$ cat src/rtl/divisor_secuencial_pkg.sv
// ----------------------------------------------------------------------------
// divisor_secuencial_pkg : shared FSM encoding and sizing for the divider
// Rev 1.0
// ----------------------------------------------------------------------------
`default_nettype none

package divisor_secuencial_pkg;

  localparam int WIDTH_DEF = 32;
  localparam int LAST_STEP = 31;

  typedef enum logic [1:0] {
    IDLE = 2'd0,
    RUN  = 2'd1,
    DONE = 2'd2
  } state_t;

endpackage

`default_nettype wire

$ cat src/rtl/resta32bits.sv
// ----------------------------------------------------------------------------
// resta32bits : 32-bit subtractor, diff = a - b, c = 1 when a >= b (no borrow)
// Rev 1.0
// ----------------------------------------------------------------------------
`default_nettype none

module resta32bits (
  input  logic [31:0] a,
  input  logic [31:0] b,
  output logic [31:0] diff,
  output logic        c
);

  // Two's-complement add of ~b + 1; the carry out is the inverted borrow.
  assign {c, diff} = {1'b0, a} + {1'b0, ~b} + 33'd1;

endmodule

`default_nettype wire

$ cat src/rtl/divisor_secuencial.sv
// ----------------------------------------------------------------------------
// divisor_secuencial : 32-bit unsigned restoring divider, one quotient bit/clk.
// Optional macro DIVISOR_FAST_ZERO_EN: divide-by-zero completes in one cycle.
// Rev 1.0
// ----------------------------------------------------------------------------
`default_nettype none

module divisor_secuencial
  import divisor_secuencial_pkg::*;
#(
  parameter int WIDTH = WIDTH_DEF,
  parameter int CNT_W = 6
) (
  input  logic             clk,
  input  logic             rst_n,
  input  logic             start,
  input  logic [WIDTH-1:0] dividend,
  input  logic [WIDTH-1:0] divisor,
  output logic             busy,
  output logic             done,
  output logic [WIDTH-1:0] quotient,
  output logic [WIDTH-1:0] remainder,
  output logic             div_zero
);

  state_t             state_q, state_d;
  logic [WIDTH-1:0]   q_q, q_d;
  logic [WIDTH-1:0]   d_q, d_d;
  logic [WIDTH-1:0]   r_q, r_d;
  logic [CNT_W-1:0]   cnt_q, cnt_d;
  logic               div_zero_q, div_zero_d;
  logic [WIDTH-1:0]   quotient_q, quotient_d;
  logic [WIDTH-1:0]   remainder_q, remainder_d;

  logic [WIDTH-1:0]   shifted;
  logic [WIDTH-1:0]   sub_diff;
  logic               sub_c;
  logic               step_ok;

  assign shifted = {r_q[WIDTH-2:0], q_q[WIDTH-1]};

  resta32bits u_resta (
    .a    (shifted),
    .b    (d_q),
    .diff (sub_diff),
    .c    (sub_c)
  );

  // A set R[31] means the true 33-bit partial remainder already exceeds D.
  assign step_ok = r_q[WIDTH-1] | sub_c;

  always_comb begin
    state_d     = state_q;
    q_d         = q_q;
    d_d         = d_q;
    r_d         = r_q;
    cnt_d       = cnt_q;
    div_zero_d  = div_zero_q;
    quotient_d  = quotient_q;
    remainder_d = remainder_q;

    case (state_q)
      IDLE, DONE: begin
        state_d = IDLE;
        if (start) begin
          q_d        = dividend;
          d_d        = divisor;
          r_d        = '0;
          cnt_d      = '0;
          div_zero_d = (divisor == '0);
          state_d    = RUN;
`ifdef DIVISOR_FAST_ZERO_EN
          if (divisor == '0) begin
            quotient_d  = '1;
            remainder_d = dividend;
            state_d     = DONE;
          end
`endif
        end
      end

      RUN: begin
        if (step_ok) begin
          r_d = sub_diff;
          q_d = {q_q[WIDTH-2:0], 1'b1};
        end else begin
          r_d = shifted;
          q_d = {q_q[WIDTH-2:0], 1'b0};
        end
        cnt_d = cnt_q + 1'b1;
        if (cnt_q == CNT_W'(LAST_STEP)) begin
          quotient_d  = q_d;
          remainder_d = r_d;
          state_d     = DONE;
        end
      end

      default: state_d = IDLE;
    endcase
  end

  always_ff @(posedge clk or negedge rst_n) begin
    if (!rst_n) begin
      state_q     <= IDLE;
      q_q         <= '0;
      d_q         <= '0;
      r_q         <= '0;
      cnt_q       <= '0;
      div_zero_q  <= 1'b0;
      quotient_q  <= '0;
      remainder_q <= '0;
    end else begin
      state_q     <= state_d;
      q_q         <= q_d;
      d_q         <= d_d;
      r_q         <= r_d;
      cnt_q       <= cnt_d;
      div_zero_q  <= div_zero_d;
      quotient_q  <= quotient_d;
      remainder_q <= remainder_d;
    end
  end

  assign busy      = (state_q == RUN);
  assign done      = (state_q == DONE);
  assign quotient  = quotient_q;
  assign remainder = remainder_q;
  assign div_zero  = div_zero_q;

endmodule

`default_nettype wire
$ cat config.mk
export PLATFORM = sky130hd
export DESIGN_NAME = divisor_secuencial
export DESIGN_NICKNAME = d
export VERILOG_FILES = /design/src/rtl/divisor_secuencial_pkg.sv /design/src/rtl/resta32bits.sv /design/src/rtl/divisor_secuencial.sv
export SDC_FILE = /design/constraint.sdc
export NUM_CORES = 1
export LEC_CHECK = 0
export CORE_MARGIN = 5
export CORE_UTILIZATION = 30
export CTS_CLUSTER_DIAMETER = 200
export DETAILED_ROUTE_END_ITERATION = 10
export DONT_BUFFER_PORTS = 1
export SLEW_MARGIN = 20
export SYNTH_ARGS = -nofsm -noshare
export SYNTH_HDL_FRONTEND = slang
export SYNTH_HIERARCHICAL = 1
export SYNTH_SLANG_ARGS = --single-unit
$ cat constraint.sdc
create_clock -name clk -period 4.85 [get_ports clk]
set_input_delay 1.2125 -clock clk [delete_from_list [all_inputs] [get_ports clk]]
set_output_delay 1.2125 -clock clk [all_outputs]
set_load 0.03 [all_outputs]
==> results.toml, run 1 <==
[synthesis]
async_flop_share_pct = 100
yosys_warnings = 6
synthCells = 917
syn_avg_cell_area_um2 = 9.82
synth_top_area_share_pct = 47.0
synth_area_leader_cell = "dfrtp_1"
synth_area_mm2 = 0.00901
ys_types = 65
synth-compound-area-share_pct = 18.6
synthSimpleGateAreaFrac_pct = 13.6
synth_commonest_cells = "dfrtp_1 (169), nand2_1 (162), a21oi_1 (75)"
synth-xor-area-share_pct = 2.33
yosysSeqAreaShare_pct = 47.0
ys.flop_type = "dfrtp_1"
synthAdderAreaFrac_pct = 4.81
synth-seq-cells = 169
yosys-top-cells-area = "dfrtp_1 (47%), nand2_1 (6.8%), ha_1 (4.6%)"
yosysMostFrequentCell = "dfrtp_1"
syn_nets = 1018
synth.area.mux_share_pct = 8.65
synth_edf_count = 0
synth_top_family_by_area = "compound AO/OA/AOI/OAI gates"

[drt]
vias = 6804
initialDrtViolationCount = 419
ant_nets = 0
routed_wl_um = 24000
drtPass1Iterations = 5
wl_per_cell_um = 18.6
drt_drc_violations_left = 0
avgViaCountPerCell = 5.27

[critical_path]
reg2reg_slack_ns = 0.93
critical_path_arrival_ns = 4.20
crit_path_end_kind = "flop"
crit_path_max_incr_delay_ns = 0.73
crit_family = "compound AO/OA/AOI/OAI gates"
start_kind = "flop"
r2r_cells = 11
worstReg2RegEnd = "r_q[5]"
crit_buf_inv = 1
critPathSlowestCell = "nor2_4"
timing.rr.start = "r_q[16]"
worstPathCellList = "ha_1 -> a21oi_1 -> o31ai_1 -> a21oi_1 -> a21boi_0 -> a311oi_1 -> o21ai_0 -> nor2_4 -> buf_4 -> mux2i_1 -> o2bb2ai_1"
path_max_fanout = 23
crit_type = "flop to flop"
path_depth = 11
critPathMostFrequentCell = "a21oi_1"
cp.required_ns = 5.13

[floorplanning]
die_x_um = 183
row_count = 63
io_pins = 134
die-area_mm2 = 0.0336
design.core.area_mm2 = 0.0296
die_y_um = 183
initial_core_util_pct = 30.4

[sta]
fin_crit_sh_pct = 80.8
rsz0062_at_grt = "false"
period_minus_slack_ns = 3.92
max_slew_margin_pct = 36.6
fmax_ghz = 0.255
hold_viol_final = 0
setup_tns_ns = 0
worstMarginPinSlew_ns = 0.951
drv_slew = 0
clock_skew_ns = 0.0163
setup_violations = 0

[outcome]
status = "finished, final reports clean"

[run]
drv_cap = 0

[clock_tree]
clockRootBuffer = "clkbuf_16"
htreeDepth = 4
cts_made_buffers = 17
cts_resized = 0
cts_tree = "done"
cts.sinks = 169
clkLatencyLatePin_ns = 0.43
post-cts-setup-buffers = 0
cts_hold_buffers = 0
clkTransAtPathRegs_ns = 0.07
cts_buffer_depth = 2

[global_routing]
grt_max_degree = 170
grt-ovfl-total = 0
grt_pass1_wl_um = 38500
antenna_found_initial = 0
grt_pass1_vias = 6710
grt_usage_pct = 14.3

[placement]
gp_congestion = 0.850
dp_hpwl_um = 16600
port_buffers = 0

[final_layout]
area_growth_pct = 9.53
drive_above_1_share_pct = 10.2
antenna_cells = 0
final_nets = 989

[worst_hold_path]
hold_path.class = "primary input to asynchronous set/reset pin"
[cell families after synthesis]
group / count (synthesis)
and+or+nand+nor: 277
DFF: 169
xor gates and xnor gates: 24
AOI/OAI and AO/OA: 243
muxes: 69
adders and majority gates: 34
buffers and inverters: 101
[layout make-up]
type,count,area (µm²)
Clock inverter,14,138
Sequential cell,169,4230
Multi-Input combinational cell,647,4350
Tap cell,390,488
Clock buffer,18,429
Fill cell,3042,19800
Inverter,45,169
Timing Repair Buffer,8,60.1
[metal layers]
layer	wire (µm)	up-vias	GRT usage, %
li1	-	3220	-
met1	10700	3394	18.9
met2	11500	173	22.9
met3	1470	17	4.15
met4	382	0	4.11
met5	0	-	0
[placed cells by master (no fill, tap or decap), types with 8 or more instances in the layout]
| master | n |
|---|---|
| a21oi_1 | 75 |
| a22oi_1 | 33 |
| a31oi_1 | 34 |
| buf_4 | 8 |
| clkbuf_16 | 17 |
| dfrtp_1 | 169 |
| ha_1 | 33 |
| inv_1 | 44 |
| mux2_2 | 19 |
| mux2_4 | 13 |
| mux2i_1 | 37 |
| nand2_1 | 162 |
| nand2b_1 | 8 |
| nand3_1 | 36 |
| nand4_1 | 9 |
| nor2_1 | 26 |
| nor4_1 | 8 |
| o21ai_0 | 22 |
| o2bb2ai_1 | 31 |
| xnor2_1 | 15 |
| xor2_1 | 9 |
[how the worst max path moves through the flow]
stage          startpoint           end  slack, ns
4_1_cts           r_q[16]        r_q[5]       0.90
3_3_place_gp      r_q[16]  remainder[7]       1.10
2_1_floorplan     q_q[31]       r_q[10]       1.91
5_1_grt           r_q[16]        r_q[3]       0.54
6_report          r_q[16]        r_q[5]       0.93
3_5_place_dp      r_q[16]        r_q[5]       0.94
[stage by stage]
stage	utilization [%]	cells	hold slack, ns	instance area, µm²	setup WS [ns]
final	33.3	1291	0.476	9870	0.930
after CTS	33.3	1291	0.450	9860	0.903
after global placement	31.4	1259	0.462	9290	1.10
after floorplan	-	917	0.438	9010	1.91
after detailed placement	31.4	1259	0.463	9290	0.938
after global routing	33.3	1291	0.447	9870	0.538
[registers in the layout, summed over array words and instances, names as in the netlist]
| signal | cells |
|---|---|
| cnt_q | 6 |
| d_q | 32 |
| div_zero | 1 |
| q_q | 32 |
| quotient | 32 |
| r_q | 32 |
| remainder | 32 |
| state_q | 2 |
Power of run 1 is not shown: default switching activity piles up to over one toggle a cycle in this logic, so the estimate is an artifact.
==> inputs of run 2 (changes only) <==
--- a/config.mk
+++ b/config.mk
@@ -5,6 +5,7 @@
 export SDC_FILE = /design/constraint.sdc
 export NUM_CORES = 1
 export LEC_CHECK = 0
+export ABC_AREA = 1
 export CORE_MARGIN = 5
 export CORE_UTILIZATION = 30
 export CTS_CLUSTER_DIAMETER = 200
==> constraint.sdc (replaced) <==
create_clock -name clk -period 3.2 [get_ports clk]
set_input_delay 0.8 -clock clk [delete_from_list [all_inputs] [get_ports clk]]
set_output_delay 0.8 -clock clk [all_outputs]
set_load 0.03 [all_outputs]
==> run 2 against run 1 <==
  * Critical path depth is 3 higher
  * Non-clock buffer count up 1
  * Flip-flop and latch count did not move
  * Cell area increased by 7.6%
  * Wire length rose by 7.3%
  * Final cell count rose by 35%
  * Clock skew decreased by 0.0042 ns
  * Die area up 6.7%
  * Synthesized cell count up 47%
  * Core utilization up 0.26 points
  * Maximum frequency is 49% higher
==> results.toml, run 2 <==
[critical_path]
crit_type = "flop to flop"
crit_path_max_incr_delay_ns = 0.40
crit_path_end_kind = "flop"
cp.required_ns = 3.54
reg2reg_slack_ns = 0.57
path_max_fanout = 46
worstReg2RegEnd = "r_q[21]"
critical_path_arrival_ns = 2.97
worstPathCellList = "ha_1 -> fa_1 -> inv_1 -> nand3_1 -> nand3_1 -> nand2_1 -> a21oi_2 -> nor2_1 -> o21ai_1 -> nor2_4 -> buf_12 -> a21oi_1 -> nand2_1 -> o21ai_1"
crit_family = "compound AO/OA/AOI/OAI gates"
critPathSlowestCell = "fa_1"
crit_buf_inv = 2
r2r_cells = 14
start_kind = "flop"
timing.rr.start = "d_q[0]"

[global_routing]
grt_pass1_vias = 7992
grt_pass1_wl_um = 42500
grt_max_degree = 170
grt_usage_pct = 14.6
grt-ovfl-total = 0
antenna_found_initial = 0

[sta]
clock_skew_ns = 0.0120
worstMarginPinSlew_ns = 0.755
fmax_ghz = 0.380
fin_crit_sh_pct = 82.1
hold_viol_final = 0
rsz0062_at_grt = "false"
setup_violations = 0
setup_tns_ns = 0
drv_slew = 0
max_slew_margin_pct = 49.6
period_minus_slack_ns = 2.63

[final_layout]
final_cell_mix = "nand2_1 (522), inv_1 (222), dfrtp_1 (169), nor2_1 (95), a21oi_1 (55)"
area_growth_pct = 10.0
layout_commonest_cell = "nand2_1"
drive_above_1_share_pct = 6.33
antenna_cells = 0
final_nets = 1430

[clock_tree]
cts.sinks = 169
clkTransAtPathRegs_ns = 0.07
clockRootBuffer = "clkbuf_16"
cts_tree = "done"
cts_buffer_depth = 2
post-cts-setup-buffers = 0
cts_made_buffers = 17
cts_resized = 0
cts_hold_buffers = 0
clkLatencyLatePin_ns = 0.43
htreeDepth = 4

[synthesis]
synth_commonest_cells = "nand2_1 (523), inv_1 (222), dfrtp_1 (169)"
ys_types = 32
synth_top_area_share_pct = 43.8
synth_edf_count = 0
yosysMostFrequentCell = "nand2_1"
async_flop_share_pct = 100
yosys-top-cells-area = "dfrtp_1 (44%), nand2_1 (20%), inv_1 (8.6%)"
syn_avg_cell_area_um2 = 7.17
yosys_warnings = 6
synth_area_leader_cell = "dfrtp_1"
yosysSeqAreaShare_pct = 43.8
synthCells = 1346
synth-seq-cells = 169
synth_area_mm2 = 0.00965
ys.flop_type = "dfrtp_1"
syn_nets = 1447

[floorplanning]
design.core.area_mm2 = 0.0316
die-area_mm2 = 0.0358
io_pins = 134
die_y_um = 189
die_x_um = 189
row_count = 65
initial_core_util_pct = 30.5

[drt]
vias = 7844
wl_per_cell_um = 14.8
routed_wl_um = 25800
initialDrtViolationCount = 414
ant_nets = 0
drt_drc_violations_left = 0
drtPass1Iterations = 4
avgViaCountPerCell = 4.50

[outcome]
status = "finished, final reports clean"

[worst_hold_path]
hold_path.class = "primary input to asynchronous set/reset pin"

[placement]
gp_congestion = 0.915
port_buffers = 0
dp_hpwl_um = 19200

[run]
drv_cap = 0
-- run 2: cell count changes after synthesis, moves of 31 or more --
cell | previous run | this run
o2bb2ai_1 | 31 | 0
a22oi_1 | 33 | 0
inv_1 | 44 | 222
nand2_1 | 162 | 523
mux2i_1 | 37 | 0
nor2_1 | 27 | 97
a31oi_1 | 34 | 0
-- run 2: cells by family after synthesis --
group           Yosys count  synth area share, %
compound gates          168                 10.5
buf+inv                 272                 11.5
simple gates            688                 28.2
fa+ha+maj                34                 4.49
flops                   169                 43.8
xor+xnor                 15                 1.36
-- run 2: worst max-delay path by stage --
| stage | startpoint | slack, ns | to | depth (start not counted) |
|---|---|---|---|---|
| 6_report | d_q[0] | 0.57 | r_q[21] | 14 |
| 5_1_grt | d_q[0] | 0.32 | r_q[1] | 14 |
| 4_1_cts | d_q[0] | 0.56 | remainder[21] | 14 |
| 3_5_place_dp | q_q[31] | 0.59 | r_q[21] | 15 |
| 3_3_place_gp | q_q[31] | 0.62 | r_q[21] | 15 |
| 2_1_floorplan | q_q[31] | 0.82 | r_q[26] | 16 |
-- run 2: final cells by class --
type / count / area (µm²)
Fill cell: 3381 / 21000
Multi-Input combinational cell: 905 / 4330
Sequential cell: 169 / 4230
Inverter: 227 / 852
Tap cell: 402 / 503
Clock buffer: 17 / 425
Clock inverter: 15 / 184
Timing Repair Buffer: 9 / 92.6
-- run 2: per-stage QoR --
step           std cells  util [%]  area (µm²)  hold slack, ns  setup slack, ns
2_1_floorplan       1346         -        9650           0.449            0.822
5_1_grt             1744      33.5       10600          0.0322            0.322
4_1_cts             1744      33.5       10600          0.0429            0.556
3_5_place_dp        1712      31.6       10000           0.469            0.586
3_3_place_gp        1712      31.6       10000           0.464            0.620
6_report            1744      33.5       10600          0.0605            0.571
-- run 2: layer usage --
metal / GRT usage, % / routed length (µm) / part of all wire (%)
met1: 18.4 / 11400 / 44
met2: 24.5 / 12100 / 47
met3: 5.55 / 2030 / 7.9
met4: 2.67 / 232 / 0.90
met5: 0 / 0 / 0
Power of run 2 is left out for the same reason.
==> inputs of run 3 (changes only) <==
==> constraint.sdc (replaced) <==
create_clock -name clk -period 2.7 [get_ports clk]
set_input_delay 0.675 -clock clk [delete_from_list [all_inputs] [get_ports clk]]
set_output_delay 0.675 -clock clk [all_outputs]
set_load 0.03 [all_outputs]
==> run 3 against run 2 <==
  * The run now ends with hold timing left
  * Maximum frequency is 6.1% higher
  * First-iteration DRC count is 54% higher
  * Flip-flop and latch count stayed put
  * Cell area is 1.5% higher
  * Die area stayed put
  * Sequential share of layout area is 0.57 points lower
  * Global-route usage is 0.42 points higher
  * Via count is 2.4% higher
  * Count of clock-buffer cells in the layout is 2 higher
  * Critical path depth is 2 higher
  * Worst setup slack worse by 0.35 ns
  * Worst hold slack worse by 0.14 ns
==> results.toml, run 3 (synthesized netlist as in run 2, its figures left out) <==
[global_routing]
use_met1_pct = 19.2
use_met3_pct = 5.73
grt_usage_pct = 15.1
grt_pass1_wl_um = 43400
antenna_found_initial = 0
busiest_layer = "met2"
grt_max_degree = 170
grt-ovfl-total = 0
grt_util_met2_pct = 24.4
grt_pass1_vias = 8115

[clock_tree]
htreeDepth = 4
clkTransAtPathRegs_ns = 0.08
cts_buffer_depth = 2
cts_made_buffers = 17
cts_tree = "done"
cts.sinks = 169
clockRootBuffer = "clkbuf_16"
clkLatencyLatePin_ns = 0.44

[final_layout]
final_nets = 1437
antenna_cells = 0
area_growth_pct = 11.6
layout_commonest_cell = "nand2_1"
final_cell_mix = "nand2_1 (522), inv_1 (221), dfrtp_1 (169), nor2_1 (91), a21oi_1 (49)"
drive_above_1_share_pct = 7.78
final_area_mm2 = 0.0108

[floorplanning]
initial_core_util_pct = 30.5
die_y_um = 189
die_x_um = 189
design.core.area_mm2 = 0.0316
die-area_mm2 = 0.0358
row_count = 65
io_pins = 134

[critical_path]
start_kind = "flop"
cp.required_ns = 3.02
crit_type = "flop to flop"
crit_path_end_kind = "flop"
critical_path_arrival_ns = 2.80
path_max_fanout = 4

[placement]
port_buffers = 0
dp_hpwl_um = 19600
placed_area_mm2 = 0.0101
gp_congestion = 0.928

[sta]
setup_violations = 0
max_slew_margin_pct = 53.5
fmax_ghz = 0.404
fin_crit_sh_pct = 91.7
clock_skew_ns = 0.0133
hold_slack_ns = -0.0755
worstMarginPinSlew_ns = 0.697
setup_tns_ns = 0
period_minus_slack_ns = 2.48
drv_slew = 0
hold_viol_final = 169

[drt]
vias = 8035
avgViaCountPerCell = 4.59
ant_nets = 0
drtPass1Iterations = 7
routed_wl_um = 26600
wl_per_cell_um = 15.2
drt_drc_violations_left = 0
initialDrtViolationCount = 638

[outcome]
status = "complete, but fails checks"
violations = "hold timing"

[worst_hold_path]
hold_path.class = "primary input to asynchronous set/reset pin"

[run]
drv_cap = 0
[run 3: what timing repair did]
item,in CTS,in global routing
setup endpoints to repair,0,63
resized for setup,0,15
setup buffers,0,1
hold endpoints to repair,169,169
[run 3: worst max-delay path, cell delays in order, from the launching register on]
cell	delay (ns)
dfrtp_1	0.35
inv_1	0.05
ha_1	0.23
fa_2	0.38
inv_2	0.08
nand3_1	0.07
nand3_1	0.10
nand2_1	0.09
a21oi_2	0.17
nor2_2	0.07
o21ai_2	0.17
nor2_4	0.08
buf_4	0.14
nor2_1	0.17
a21oi_1	0.08
nand2_1	0.06
o21ai_0	0.07
[run 3: path summary, 6_finish.rpt]
check,start,endpoint,slack [ns],depth (start not counted)
min,rst_n,quotient[26],-0.08,0
max in group asynchronous,rst_n,remainder[15],2.53,0
min in group clk,divisor[13],d_q[13],0.35,2
min reg2reg,d_q[26],d_q[26],0.48,2
max,q_q[31],r_q[12],0.22,16
max reg2reg,q_q[31],r_q[12],0.22,16
[run 3: cell type report]
class                   instances  area (µm²)
flip-flops and latches        169        4230
clock inverters                13         174
well taps                     402         503
clock buffers                  19         453
multi-input cells             905        4370
inverters                     227         852
fillers                      3340       20900
repair buffers                 16         190
[run 3: metrics by stage]
step / setup WS, ns / hold slack [ns] / util (%) / std cells
final: 0.223 / -0.0755 / 34.0 / 1751
after global routing: -0.000604 / -0.105 / 34.0 / 1751
after CTS: 0.0932 / -0.0871 / 33.9 / 1750
after detailed placement: 0.105 / 0.387 / 31.9 / 1718
after global placement: 0.217 / 0.387 / 31.9 / 1718
after floorplan: 0.322 / 0.379 / - / 1346
[run 3: routing by layer]
layer / part of all wire, % / vias up / routed length, µm
li1: - / 4113 / -
met1: 44 / 3692 / 11600
met2: 46 / 203 / 12200
met3: 9.0 / 27 / 2400
met5: 0 / - / 0
met4: 1.4 / 0 / 375
Power of run 3 is left out for the same reason.
